<file path="config.mk">
export PLATFORM = sky130hd
export DESIGN_NAME = key_filter_multi
export DESIGN_NICKNAME = d
export VERILOG_FILES = /design/src/rtl/key_filter_multi_pkg.sv /design/src/rtl/key_filter_chan.sv /design/src/rtl/key_filter_multi.sv
export SDC_FILE = /design/constraint.sdc
export NUM_CORES = 1
export LEC_CHECK = 0
export BUFFER_PORTS_ARGS = -buffer_cell sky130_fd_sc_hd__buf_2
export CAP_MARGIN = 20
export CORE_UTILIZATION = 45
export CTS_CLUSTER_DIAMETER = 50
export DETAILED_ROUTE_END_ITERATION = 10
export GPL_TIMING_DRIVEN = 1
export PLACE_DENSITY_LB_ADDON = 0.08
export SLEW_MARGIN = 20
export SYNTH_ARGS = -nofsm -noshare
export SYNTH_HDL_FRONTEND = slang
export SYNTH_HIERARCHICAL = 1
export SYNTH_SLANG_ARGS = --single-unit
</file>
<file path="constraint.sdc">
create_clock -name clk -period 2.8 [get_ports clk]
set_input_delay 0.14 -clock clk [delete_from_list [all_inputs] [get_ports clk]]
set_output_delay 0.14 -clock clk [all_outputs]
set_load 0.005 [all_outputs]
</file>
<file path="src/rtl/key_filter_multi_pkg.sv">
// Shared definitions for the multi-key debounce filter.
// Holds the one-hot channel FSM states, default timing constants and a
// counter-width helper.
package key_filter_multi_pkg;

  // One-hot channel FSM states
  typedef enum logic [4:0] {
    ST_IDLE    = 5'b00001,
    ST_FILTER0 = 5'b00010,
    ST_DOWN    = 5'b00100,
    ST_HOLD    = 5'b01000,
    ST_FILTER1 = 5'b10000
  } state_e;

  // Defaults for a 50 MHz clock
  localparam int unsigned DEF_N_KEYS        = 4;
  localparam int unsigned DEF_DB_CYCLES     = 1_000_000;
  localparam int unsigned DEF_LONG_CYCLES   = 50_000_000;
  localparam int unsigned DEF_REPEAT_CYCLES = 10_000_000;

  // Bits needed to count 0..n-1 (never less than one bit)
  function automatic int unsigned cnt_width(input int unsigned n);
    return (n <= 2) ? 1 : int'($clog2(n));
  endfunction

endpackage

</file>
<file path="src/rtl/key_filter_chan.sv">
// Single key channel: synchroniser, debounce FSM, long-press and auto-repeat.
// Ports:
//   clk, reset_n   clock, asynchronous active-low reset
//   key_in         raw asynchronous key level
//   repeat_en      enables long-press / repeat events for this key
//   key_state      debounced level (1 = released, 0 = pressed)
//   press_pulse    one-cycle pulse on debounced press
//   release_pulse  one-cycle pulse on debounced release
//   long_pulse     one-cycle pulse after LONG_CYCLES of hold
//   repeat_pulse   one-cycle pulse every REPEAT_CYCLES after long_pulse
//   event_c        high in the cycle before a press or release pulse
module key_filter_chan
  import key_filter_multi_pkg::*;
#(
  parameter int unsigned DB_CYCLES     = DEF_DB_CYCLES,
  parameter int unsigned LONG_CYCLES   = DEF_LONG_CYCLES,
  parameter int unsigned REPEAT_CYCLES = DEF_REPEAT_CYCLES,
  parameter int unsigned ACTIVE_LOW    = 1
) (
  input  logic clk,
  input  logic reset_n,
  input  logic key_in,
  input  logic repeat_en,
  output logic key_state,
  output logic press_pulse,
  output logic release_pulse,
  output logic long_pulse,
  output logic repeat_pulse,
  output logic event_c
);

  localparam int unsigned DW  = cnt_width(DB_CYCLES);
  localparam int unsigned HW  = cnt_width(LONG_CYCLES);
  localparam int unsigned RW  = cnt_width(REPEAT_CYCLES);
  localparam logic        REL = (ACTIVE_LOW != 0);

  logic          sync1;
  logic          sync2;
  logic          level;
  logic          act;
  state_e        state;
  logic          from_hold;
  logic [DW-1:0] cnt;
  logic [HW-1:0] hold;
  logic [RW-1:0] rep;
  logic          cnt_done;
  logic          long_due;
  logic          rep_due;
  logic [HW-1:0] hold_nxt;
  logic [RW-1:0] rep_nxt;

  // Two-flop synchroniser plus edge-detect stage, parked at the released level
  always_ff @(posedge clk or negedge reset_n) begin
    if (!reset_n) begin
      sync1 <= REL;
      sync2 <= REL;
      level <= REL;
    end else begin
      sync1 <= key_in;
      sync2 <= sync1;
      level <= sync2;
    end
  end

  // The FSM reacts to the level disagreeing with its state, so an edge that
  // coincides with a completing filter is picked up on the following cycle.
  assign act      = (level != REL);
  assign cnt_done = (cnt == DW'(DB_CYCLES - 1));
  assign long_due = repeat_en && (hold >= HW'(LONG_CYCLES - 1));
  assign rep_due  = (rep == RW'(REPEAT_CYCLES - 1));
  assign hold_nxt = (&hold) ? hold : hold + HW'(1);
  assign rep_nxt  = rep_due ? '0 : rep + RW'(1);
  assign event_c  = ((state == ST_FILTER0) || (state == ST_FILTER1)) && cnt_done;

  // Debounce / hold FSM with registered outputs
  always_ff @(posedge clk or negedge reset_n) begin
    if (!reset_n) begin
      state         <= ST_IDLE;
      from_hold     <= 1'b0;
      cnt           <= '0;
      hold          <= '0;
      rep           <= '0;
      key_state     <= 1'b1;
      press_pulse   <= 1'b0;
      release_pulse <= 1'b0;
      long_pulse    <= 1'b0;
      repeat_pulse  <= 1'b0;
    end else begin
      press_pulse   <= 1'b0;
      release_pulse <= 1'b0;
      long_pulse    <= 1'b0;
      repeat_pulse  <= 1'b0;
      case (state)
        ST_IDLE: begin
          key_state <= 1'b1;
          if (act) begin
            state <= ST_FILTER0;
            cnt   <= '0;
          end
        end
        ST_FILTER0: begin
          if (cnt_done) begin
            state       <= ST_DOWN;
            press_pulse <= 1'b1;
            key_state   <= 1'b0;
            hold        <= '0;
            rep         <= '0;
            from_hold   <= 1'b0;
          end else if (!act) begin
            state <= ST_IDLE;
          end else begin
            cnt <= cnt + DW'(1);
          end
        end
        ST_DOWN: begin
          hold <= hold_nxt;
          if (long_due) begin
            long_pulse <= 1'b1;
            from_hold  <= 1'b1;
            rep        <= '0;
          end
          if (!act) begin
            state <= ST_FILTER1;
            cnt   <= '0;
          end else if (long_due) begin
            state <= ST_HOLD;
          end
        end
        ST_HOLD: begin
          hold         <= hold_nxt;
          rep          <= rep_nxt;
          repeat_pulse <= rep_due;
          if (!act) begin
            state <= ST_FILTER1;
            cnt   <= '0;
          end
        end
        ST_FILTER1: begin
          hold <= hold_nxt;
          // Keep the repeat cadence running but silent while filtering
          if (from_hold) rep <= rep_nxt;
          if (cnt_done) begin
            state         <= ST_IDLE;
            release_pulse <= 1'b1;
            key_state     <= 1'b1;
            from_hold     <= 1'b0;
          end else if (act) begin
            state <= from_hold ? ST_HOLD : ST_DOWN;
          end else begin
            cnt <= cnt + DW'(1);
          end
        end
        default: begin
          state     <= ST_IDLE;
          key_state <= 1'b1;
          from_hold <= 1'b0;
          cnt       <= '0;
        end
      endcase
    end
  end

endmodule

</file>
<file path="src/rtl/key_filter_multi.sv">
// Multi-key debounce filter: N_KEYS independent channels plus a shared flag.
// Ports:
//   clk, reset_n   clock, asynchronous active-low reset
//   key_in         raw key levels
//   repeat_en      per-key long-press / repeat enable
//   key_state      debounced levels (1 = released)
//   press_pulse, release_pulse, long_pulse, repeat_pulse   per-key events
//   key_flag       OR of all press and release pulses, same cycle
module key_filter_multi
  import key_filter_multi_pkg::*;
#(
  parameter int unsigned N_KEYS        = DEF_N_KEYS,
  parameter int unsigned DB_CYCLES     = DEF_DB_CYCLES,
  parameter int unsigned LONG_CYCLES   = DEF_LONG_CYCLES,
  parameter int unsigned REPEAT_CYCLES = DEF_REPEAT_CYCLES,
  parameter int unsigned ACTIVE_LOW    = 1
) (
  input  logic              clk,
  input  logic              reset_n,
  input  logic [N_KEYS-1:0] key_in,
  input  logic [N_KEYS-1:0] repeat_en,
  output logic [N_KEYS-1:0] key_state,
  output logic [N_KEYS-1:0] press_pulse,
  output logic [N_KEYS-1:0] release_pulse,
  output logic [N_KEYS-1:0] long_pulse,
  output logic [N_KEYS-1:0] repeat_pulse,
  output logic              key_flag
);

  logic [N_KEYS-1:0] event_c;

  for (genvar i = 0; i < int'(N_KEYS); i++) begin : g_chan
    key_filter_chan #(
      .DB_CYCLES    (DB_CYCLES),
      .LONG_CYCLES  (LONG_CYCLES),
      .REPEAT_CYCLES(REPEAT_CYCLES),
      .ACTIVE_LOW   (ACTIVE_LOW)
    ) u_chan (
      .clk          (clk),
      .reset_n      (reset_n),
      .key_in       (key_in[i]),
      .repeat_en    (repeat_en[i]),
      .key_state    (key_state[i]),
      .press_pulse  (press_pulse[i]),
      .release_pulse(release_pulse[i]),
      .long_pulse   (long_pulse[i]),
      .repeat_pulse (repeat_pulse[i]),
      .event_c      (event_c[i])
    );
  end

  // Registered from the channels' look-ahead so it lines up with the pulses
  always_ff @(posedge clk or negedge reset_n) begin
    if (!reset_n) key_flag <= 1'b0;
    else          key_flag <= |event_c;
  end

endmodule

</file>
==> results.toml <==
[synth]
synth_cell_types = 91
seq_area_frac_synth_pct = 42.05
yosys.area_share.adder_pct = 0.7464
synthSimpleGateAreaFrac_pct = 29.92
synth_async_sr_flop_share_pct = 100.0
syn-instance-count = 2248
syn-mean-instance-area_um2 = 8.949
register_bit_count_reported_by_yosys = 337
synth_compound_gate_area_share_pct = 18.02
synth_edf_count = 0
syn_area_um2 = 20120
yosys_most_used_dff = "sky130_fd_sc_hd__dfrtp_1"
synth_warnings = 6
syn-num-nets = 2270
yosys.area_share.xor_xnor_pct = 3.694
synth.mux.area_fraction_pct = 1.760
dominant_combinational_cell_family_by_area_after_synthesis = "simple AND/OR/NAND/NOR gates"

[clock_tree]
tritoncts_clock_tree = "yes"
cts.htree.levels = 2
clk_path_buf_depth = 3
root_buffer = "sky130_fd_sc_hd__clkbuf_16"
worst_setup_hold_path_clk_slew_ns = 0.06
clkLatencyLatePin_ns = 0.58
number_of_cts_inserted_buffers = 48
cts_num_sinks = 337

[final_layout]
finalNetCount = 2324
most-common-layout-cells = "317 x sky130_fd_sc_hd__dfrtp_1, 226 x sky130_fd_sc_hd__nor2_1, 180 x sky130_fd_sc_hd__nand2_1, 148 x sky130_fd_sc_hd__nand3_1, 110 x sky130_fd_sc_hd__o21ai_0"
leading_cell_type_in_the_layout_fill_and_taps_excluded = "sky130_fd_sc_hd__dfrtp_1"
layout.core_utilization_pct = 51.86
number_of_diodes_added_for_antenna_fixing = 0
layout.filler_cells = 4166
final_cells = 2932
final_layout_size_suffix_gt1_share_pct = 13.68
flow.area_growth_from_synthesis_pct = 13.75

[global_routing]
grt_antenna_before_repair = 0
grt_util_met1_pct = 31.17
global_route.overflow_total = 0
grt_max_degree = 72
use_met2_pct = 33.51
grt_pass1_wl_um = 82510
groute.usage.overall_pct = 21.58
grt_pass1_vias = 16350
busiest_layer = "met2"
gr-usage-met3_pct = 2.988

[flow_run]
cap_violations = 0

[timing]
max_slew.worst_pin.slew_ns = 0.8027
timing.final.hold_violations = 0
layout_min_cycle_time_ns = 2.696
slew_headroom_pct = 46.23
timing.clock.skew_ns = 0.01820
achievable-frequency_mhz = 370.9
setup_viol_count_final = 0
grt_setup_unrepaired = "false"
timing.final.max_slew_violations = 0
finalHoldWorstSlack_ns = 0.08938
setup-tns-final_ns = 0
finalCritPeriodShare_pct = 96.30

[floorplanning]
initial_utilization_pct = 45.59
coreArea_um2 = 44120
chipWidth_um = 213.4
fp.dieH_um = 213.4
fp.dieArea_um2 = 45550
i_o_pin_count = 31
std_cell_rows = 77

[detailed_routing]
remaining_drc_errors = 0
detail_route.wirelength_um = 48700
drt_pre_antenna_iters = 5
drt_iter0_drc = 962
detail-route-antenna-nets = 0
drt-wirelength-per-cell_um = 16.61
detail_route.vias_per_cell = 5.908
num_vias = 17320

[power]
p_comb_share_pct = 14.1
switchingPower_w = 0.003843
portion_of_total_power_attributed_to_the_clock_network_pct = 46.1
p_seq_share_pct = 39.8
fraction_of_power_spent_switching_nets_pct = 29.13
total_power_w = 0.01319
leakage_nw = 9.365
power.ir.vdd_worst_v = 0.0004913
power_density_nw_per_um2 = 576.4
internal_power_w = 0.009347

[hold_path]
min-delay-path-class = "in -> async"

[setup_path]
timing.critical_path.fanout_max = 24
crit_path_capture_type = "register"
path_class = "reg -> reg"
cp.required_ns = 3.26
crit_path_start_kind = "register"
critPathArrivalTime_ns = 3.16

[outcome]
status = "complete, no violations"

[place]
io_buffers = 30
hpwl_um = 32700
dpl.cell_count = 2836
gp_congestion = 0.8597
## Yosys cell counts, drive strengths merged (6+ instances only)
master    n  area [um^2]
a21o     15        112.6
a21oi    83        419.2
a31o     15        140.1
a31oi    38        237.7
and2     29        181.4
and3     59        374.1
and4     27        236.5
buf      55        376.6
clkbuf   67        251.5
dfrtp   317         7933
dfstp    20        525.5
ha       12        150.1
inv      37        138.9
mux2i    32        320.3
nand2   181        681.9
nand2b   40        250.2
nand3   148        740.7
nand3b    8        60.06
nand4    56        350.3
nand4b   11        96.34
nor2    231        877.1
nor2b    14        87.58
nor3     77        390.4
nor3b    19        172.7
nor4     48        420.4
nor4b    30        287.8
o211ai   19        193.9
o21a     11        82.58
o21ai   179        914.6
o22ai     9        56.30
o31a      6        78.83
o31ai   105        859.6
o41ai    12        127.6
or2      13        88.84
or3      24        150.1
or3b      8        70.07
or4      50        379.1
xnor2    75        656.9
xor2      9        86.34
## sequential cells by signal, summed over array words and instances, names as in the netlist, 20 cells and up
name,cells
g_chan.u_chan/cnt,80
g_chan.u_chan/hold,104
g_chan.u_chan/rep,96
g_chan.u_chan/state,20
## final cells by class
| class | count | area, um^2 | area share [%] |
|---|---|---|---|
| clock buffers | 61 | 1321 | 5.774 |
| clock inverters | 27 | 287.8 | 1.258 |
| inverters | 37 | 138.9 | 0.6070 |
| multi-input cells | 1752 | 10960 | 47.90 |
| flip-flops and latches | 337 | 8458 | 36.96 |
| well taps | 592 | 740.7 | 3.237 |
| repair buffers | 126 | 975.9 | 4.265 |
## metal layers
| layer | part of all wire (%) | routed length [um] | vias to the layer above |
|---|---|---|---|
| li1 | - | - | 8500 |
| met1 | 49 | 24000 | 8449 |
| met2 | 45 | 21990 | 303 |
| met3 | 3.7 | 1786 | 69 |
| met4 | 1.9 | 926 | 0 |
| met5 | 0 | 0 | - |
## cells by family after synthesis
kind of cell               count (synthesis)
AOI/OAI and AO/OA                        536
DFF                                      337
xor gates and xnor gates                  84
buffers and inverters                    159
muxes                                     35
adders and majority gates                 12
and+or+nand+nor                         1085
## power groups by stage
stage / Combinational [W] / Clock (W) / Sequential [W]
finish: 0.00185 / 0.00608 / 0.00525
global route: 0.00207 / 0.00648 / 0.00527
CTS: 0.00186 / 0.00630 / 0.00525
detailed placement: 0.00184 / 0 / 0.00533
global placement: 0.00182 / 0 / 0.00533
floorplan: 0.00141 / 0 / 0.00517
## final timing paths
check,startpoint,to,slack (ns),cells past startpoint
setup reg to reg,g_chan[0].u_chan/cnt[10],g_chan[0].u_chan/hold[18],0.10,6
max in group asynchronous,reset_n,g_chan[2].u_chan/state[0],1.81,3
setup / recovery,g_chan[0].u_chan/cnt[10],g_chan[0].u_chan/hold[18],0.10,6
min in group clk,repeat_en[3],g_chan[3].u_chan/long_pulse,0.17,6
hold reg to reg,g_chan[0].u_chan/sync1,g_chan[0].u_chan/sync2,0.35,0
hold / removal,reset_n,g_chan[1].u_chan/cnt[3],0.09,2
## timing repair
item,in CTS,in global routing
hold buffers,8,0
buffers inserted,0,0
pin swaps,0,1
hold endpoints to repair,153,0
setup endpoints to repair,4,35
resized for setup,1,7
## metrics by stage
step	worst slack [ns]	instance area, um^2
after floorplan	0.2025	20120
after global routing	0.01856	22880
after global placement	0.05600	21150
after CTS	0.03231	22840
after detailed placement	-0.03069	21150
final	0.1036	22880
## worst max-delay path, cell delays in order, from the launching register on
cell,delay (ns)
sky130_fd_sc_hd__dfrtp_1,0.41
sky130_fd_sc_hd__or4_1,0.49
sky130_fd_sc_hd__or4_4,0.56
sky130_fd_sc_hd__o31a_4,0.49
sky130_fd_sc_hd__nor4_1,0.41
sky130_fd_sc_hd__xnor2_1,0.16
sky130_fd_sc_hd__nor2_1,0.05
Note: power is estimated with default switching activity, not from simulation.
